### config.mk
export PLATFORM = sky130hd
export DESIGN_NAME = uart_tx_shift_reg_flat
export DESIGN_NICKNAME = d
export VERILOG_FILES = /design/src/rtl/uart_tx_shift_reg_if.sv /design/src/rtl/uart_tx_shift_reg.sv /design/src/flat_wrapper.sv
export SDC_FILE = /design/constraint.sdc
export NUM_CORES = 1
export LEC_CHECK = 0
export ABC_AREA = 1
export BUFFER_PORTS_ARGS = -buffer_cell sky130_fd_sc_hd__buf_2
export CAP_MARGIN = 30
export CORE_AREA = 2 2 39 41
export DETAILED_ROUTE_END_ITERATION = 7
export DIE_AREA = 0 0 41 43
export PLACE_DENSITY = 0.53
export SLEW_MARGIN = 20
export SYNTH_ARGS = -nofsm -noshare
export SYNTH_HDL_FRONTEND = slang
export SYNTH_SLANG_ARGS = --single-unit
### constraint.sdc
create_clock -name clk_i -period 1.3 [get_ports clk_i]
set_input_delay 0.26 -clock clk_i [delete_from_list [all_inputs] [get_ports clk_i]]
set_output_delay 0.26 -clock clk_i [all_outputs]
set_load 0.03 [all_outputs]
### src/rtl/uart_tx_shift_reg_if.sv
// uart_tx_shift_reg_if: byte load / shift strobe / serial out bus between TX controller and shift register.
// Carries bits_left_o/empty_o when UART_TX_SHIFT_COUNT_EN is defined.
interface uart_tx_shift_reg_if #(parameter int DW = 8);
  localparam int CW = $clog2(DW + 1);
  logic [DW-1:0] data_i;
  logic          shift_i;
  logic          load_byte_i;
  logic          serial_o;
`ifdef UART_TX_SHIFT_COUNT_EN
  logic [CW-1:0] bits_left_o;
  logic          empty_o;
  modport master (output data_i, shift_i, load_byte_i, input serial_o, bits_left_o, empty_o);
  modport slave (input data_i, shift_i, load_byte_i, output serial_o, bits_left_o, empty_o);
`else
  modport master (output data_i, shift_i, load_byte_i, input serial_o);
  modport slave (input data_i, shift_i, load_byte_i, output serial_o);
`endif
endinterface

### src/rtl/uart_tx_shift_reg.sv
// uart_tx_shift_reg: UART TX PISO shift register, LSB first, back-filled with FILL_BIT.
// Define UART_TX_SHIFT_COUNT_EN to add the bits_left_o/empty_o byte counter.
module uart_tx_shift_reg #(
  parameter int   DW       = 8,
  parameter logic FILL_BIT = 1'b1
) (
  input logic                clk_i,
  input logic                rst_i,
  uart_tx_shift_reg_if.slave bus
);
  logic [DW-1:0] r_sr;
  always_ff @(posedge clk_i)
    if (!rst_i) r_sr <= {DW{FILL_BIT}};
    else if (bus.load_byte_i) r_sr <= bus.data_i;
    else if (bus.shift_i) r_sr <= {FILL_BIT, r_sr[DW-1:1]};
  assign bus.serial_o = r_sr[0];
`ifdef UART_TX_SHIFT_COUNT_EN
  localparam int CW = $clog2(DW + 1);
  logic [CW-1:0] r_bits_left;
  // Saturates at zero so over-shifting keeps empty_o asserted.
  always_ff @(posedge clk_i)
    if (!rst_i) r_bits_left <= '0;
    else if (bus.load_byte_i) r_bits_left <= CW'(DW);
    else if (bus.shift_i && r_bits_left != '0) r_bits_left <= r_bits_left - 1'b1;
  assign bus.bits_left_o = r_bits_left;
  assign bus.empty_o     = r_bits_left == '0;
`endif
endmodule

### src/flat_wrapper.sv
// flat-port wrapper written by rule: the top's interface ports become plain ports
module uart_tx_shift_reg_flat 
#(
  parameter int   DW       = 8,
  parameter logic FILL_BIT = 1'b1
)
  (clk_i, rst_i, bus_data_i, bus_shift_i, bus_load_byte_i, bus_serial_o);
  uart_tx_shift_reg_if #(.DW(DW)) bus_i ();
  input logic clk_i;
  input logic rst_i;
  input wire logic [$bits(bus_i.data_i)-1:0] bus_data_i;
  input wire logic [$bits(bus_i.shift_i)-1:0] bus_shift_i;
  input wire logic [$bits(bus_i.load_byte_i)-1:0] bus_load_byte_i;
  output wire logic [$bits(bus_i.serial_o)-1:0] bus_serial_o;
  assign bus_i.data_i = bus_data_i;
  assign bus_i.shift_i = bus_shift_i;
  assign bus_i.load_byte_i = bus_load_byte_i;
  assign bus_serial_o = bus_i.serial_o;
  uart_tx_shift_reg #(.DW(DW), .FILL_BIT(FILL_BIT)) u_core (.clk_i(clk_i), .rst_i(rst_i), .bus(bus_i));
endmodule
==> impl_metrics.py <==
metrics = {
    "clocking": {
        "clock_path_buffers": 2,
        "cts-buffers-inserted": 3,
        "cts_root_buf": "clkbuf_4",
        "clk_pin_slew_ns": 0.06,
        "cts.htree.levels": 1,
        "post_cts_buffers": 0,
        "clock_latency_ns": 0.26,
        "hold_buffers": 0,
        "ctsResizeCount": 0,
        "cts_tree": "built",
        "cts_sinks": 8,
    },
    "setup_path": {
        "crit_slowest_cell": "dfxtp_1",
        "cp_top_family": "flip-flops",
        "path_cells": "buf_2",
        "worstPathRequired_ns": 1.04,
        "cp-start-kind": "flip-flop",
        "critical_path_buf_inv_count": 1,
        "slowest_delay_ns": 0.32,
        "crit_arrival_ns": 0.77,
        "cp_max_fo": 2,
        "criticalPathCategory": "flip-flop to output port",
        "cp-end-kind": "output port",
    },
    "logic_synthesis": {
        "syn_avg_cell_area_um2": 7.482,
        "yosysSeqAreaShare": 0.4281,
        "synthTopCellsByArea": "dfxtp_1 43%, nand3_1 17%, nand2_1 15%, a21oi_1 9.4%, buf_6 6.0%",
        "ys_warn_count": 0,
        "ys_async_sr_fraction": 0,
        "synth.distinct_cells": 8,
        "syn-instance-count": 50,
        "synth_area_leader_cell": "dfxtp_1",
        "synth_edf_count": 0,
        "yosysMostFrequentCell": "nand2_1",
        "synth_common_cells": "15 x nand2_1, 13 x nand3_1, 8 x dfxtp_1",
        "ys.flop_type": "dfxtp_1",
        "synth_area_um2": 374.1,
        "yosysTopAreaCellShare": 0.4281,
        "synth_seq_cells": 8,
        "syn_nets": 62,
    },
    "routing": {
        "vias": 365,
        "first_pass_iters": 4,
        "avgRoutedWirePerCell_um": 10.08,
        "wirelength_um": 796,
        "viasPerCell": 4.620,
        "drtIter0Drc": 12,
        "drc": 0,
        "postRouteAntennaNets": 0,
    },
    "sta": {
        "final_hold_viol_count": 0,
        "finalSetupViolations": 0,
        "maxSlewViolCount": 0,
        "post-route-min-period_ns": 1.028,
        "clock-skew-final_ns": 0.005200,
        "tns_ns": 0,
        "layout_setup_ws_ns": 0.2720,
        "relSlewSlack": 0.8246,
        "rsz0062_at_grt": "no",
        "fin_crit_sh": 0.7908,
        "timing.fmax_mhz": 972.8,
        "worst_pin_slew_ns": 0.2631,
    },
    "grt": {
        "track_usage": 0.1124,
        "grt_max_degree": 11,
        "antenna_found_initial": 0,
        "grt_first_pass_wirelength_um": 1228,
        "grt_pass1_vias": 288,
        "overflow": 0,
    },
    "cells_and_area": {
        "antenna_cells": 0,
        "drive_gt1_frac": 0.2698,
        "postLayoutCellArea_um2": 454.2,
        "area_growth_pct": 21.40,
        "largest_register_ffs": 8,
        "fillCellCount": 163,
        "largest-register": "u_core.r_sr",
        "final_nets": 77,
        "top_regs": "u_core.r_sr x8",
        "final_cells": 79,
    },
    "power": {
        "p_leak_nw": 0.2277,
        "power_density_nw_per_um2": 1224,
        "ir_worst_vdd_mv": 0.3858,
    },
    "die": {
        "die_w_um": 41,
        "io_pins": 13,
        "fp-row-count": 14,
        "die-area_um2": 1763,
        "core_um2": 1384,
        "initial_utilization": 0.2703,
        "die_y_um": 43,
    },
    "place": {
        "dp_hpwl_um": 567.1,
        "placed_cells": 76,
        "placed_area_um2": 431.7,
        "gp_congestion": 0.7716,
        "place_ws_ns": 0.3759,
        "io_buffers": 12,
    },
    "flow_run": {
        "drv_cap": 0,
    },
    "run_status": {
        "status": "complete, no violations",
    },
    "min_path": {
        "holdCritPathClass": "input port to flip-flop",
    },
}
## cells by family after synthesis
logic type / share of synthesized area
AND/OR/NAND/NOR: 0.3779
buffers and inverters: 0.1003
AO/OA/AOI/OAI: 0.09364
flip-flops: 0.4281
## placed cells by master (no fill, tap or decap)
cell / Yosys / final
clkbuf_4: 0 / 3
inv_2: 1 / 1
nor2_8: 1 / 1
inv_1: 3 / 3
dfxtp_1: 8 / 8
nand2_1: 15 / 15
a21oi_1: 7 / 7
buf_2: 0 / 12
nand3_1: 13 / 13
## layer usage
metal  track usage  vias to the layer above  wire (µm)
li1              -                      193          -
met1        0.1447                      152        399
met2        0.1250                       15        289
met3       0.04712                        5         60
met4        0.1200                        0         46
met5             0                        -          0
## cell type report
class | instances | area, µm² | area share
clock buffers | 3 | 22.52 | 0.04959
inverters | 4 | 15.01 | 0.03306
flip-flops and latches | 8 | 160.2 | 0.3526
well taps | 16 | 20.02 | 0.04408
multi-input cells | 36 | 176.4 | 0.3884
repair buffers | 12 | 60.06 | 0.1322
## power by group
group / internal, W / leakage, nW / switching, W
Combinational: 0.0000340 / 0.147 / 0.0000486
Sequential: 0.000265 / 0.0668 / 0.00000923
Clock: 0.000106 / 0.0138 / 0.0000932
## per-stage QoR
stage	hold slack (ns)	total power (W)	util
global route	0.1968	0.0005925	0.3282
floorplan	0.3446	0.0003397	-
global placement	0.4508	0.0003631	0.3119
finish	0.1958	0.0005561	0.3282
CTS	0.1916	0.0005667	0.3282
detailed placement	0.4525	0.0003632	0.3119
## path summary, 6_finish.rpt
check | from | to | slack, ns | cells past startpoint
max | u_core.r_sr[0]$_SDFFE_PN1P_ | bus_serial_o | 0.27 | 1
min reg2reg | u_core.r_sr[0]$_SDFFE_PN1P_ | u_core.r_sr[0]$_SDFFE_PN1P_ | 0.46 | 2
max reg2reg | u_core.r_sr[5]$_SDFFE_PN1P_ | u_core.r_sr[4]$_SDFFE_PN1P_ | 0.67 | 4
min | rst_i | u_core.r_sr[7]$_SDFFE_PN1P_ | 0.20 | 2
(Power assumes the default switching activity.)
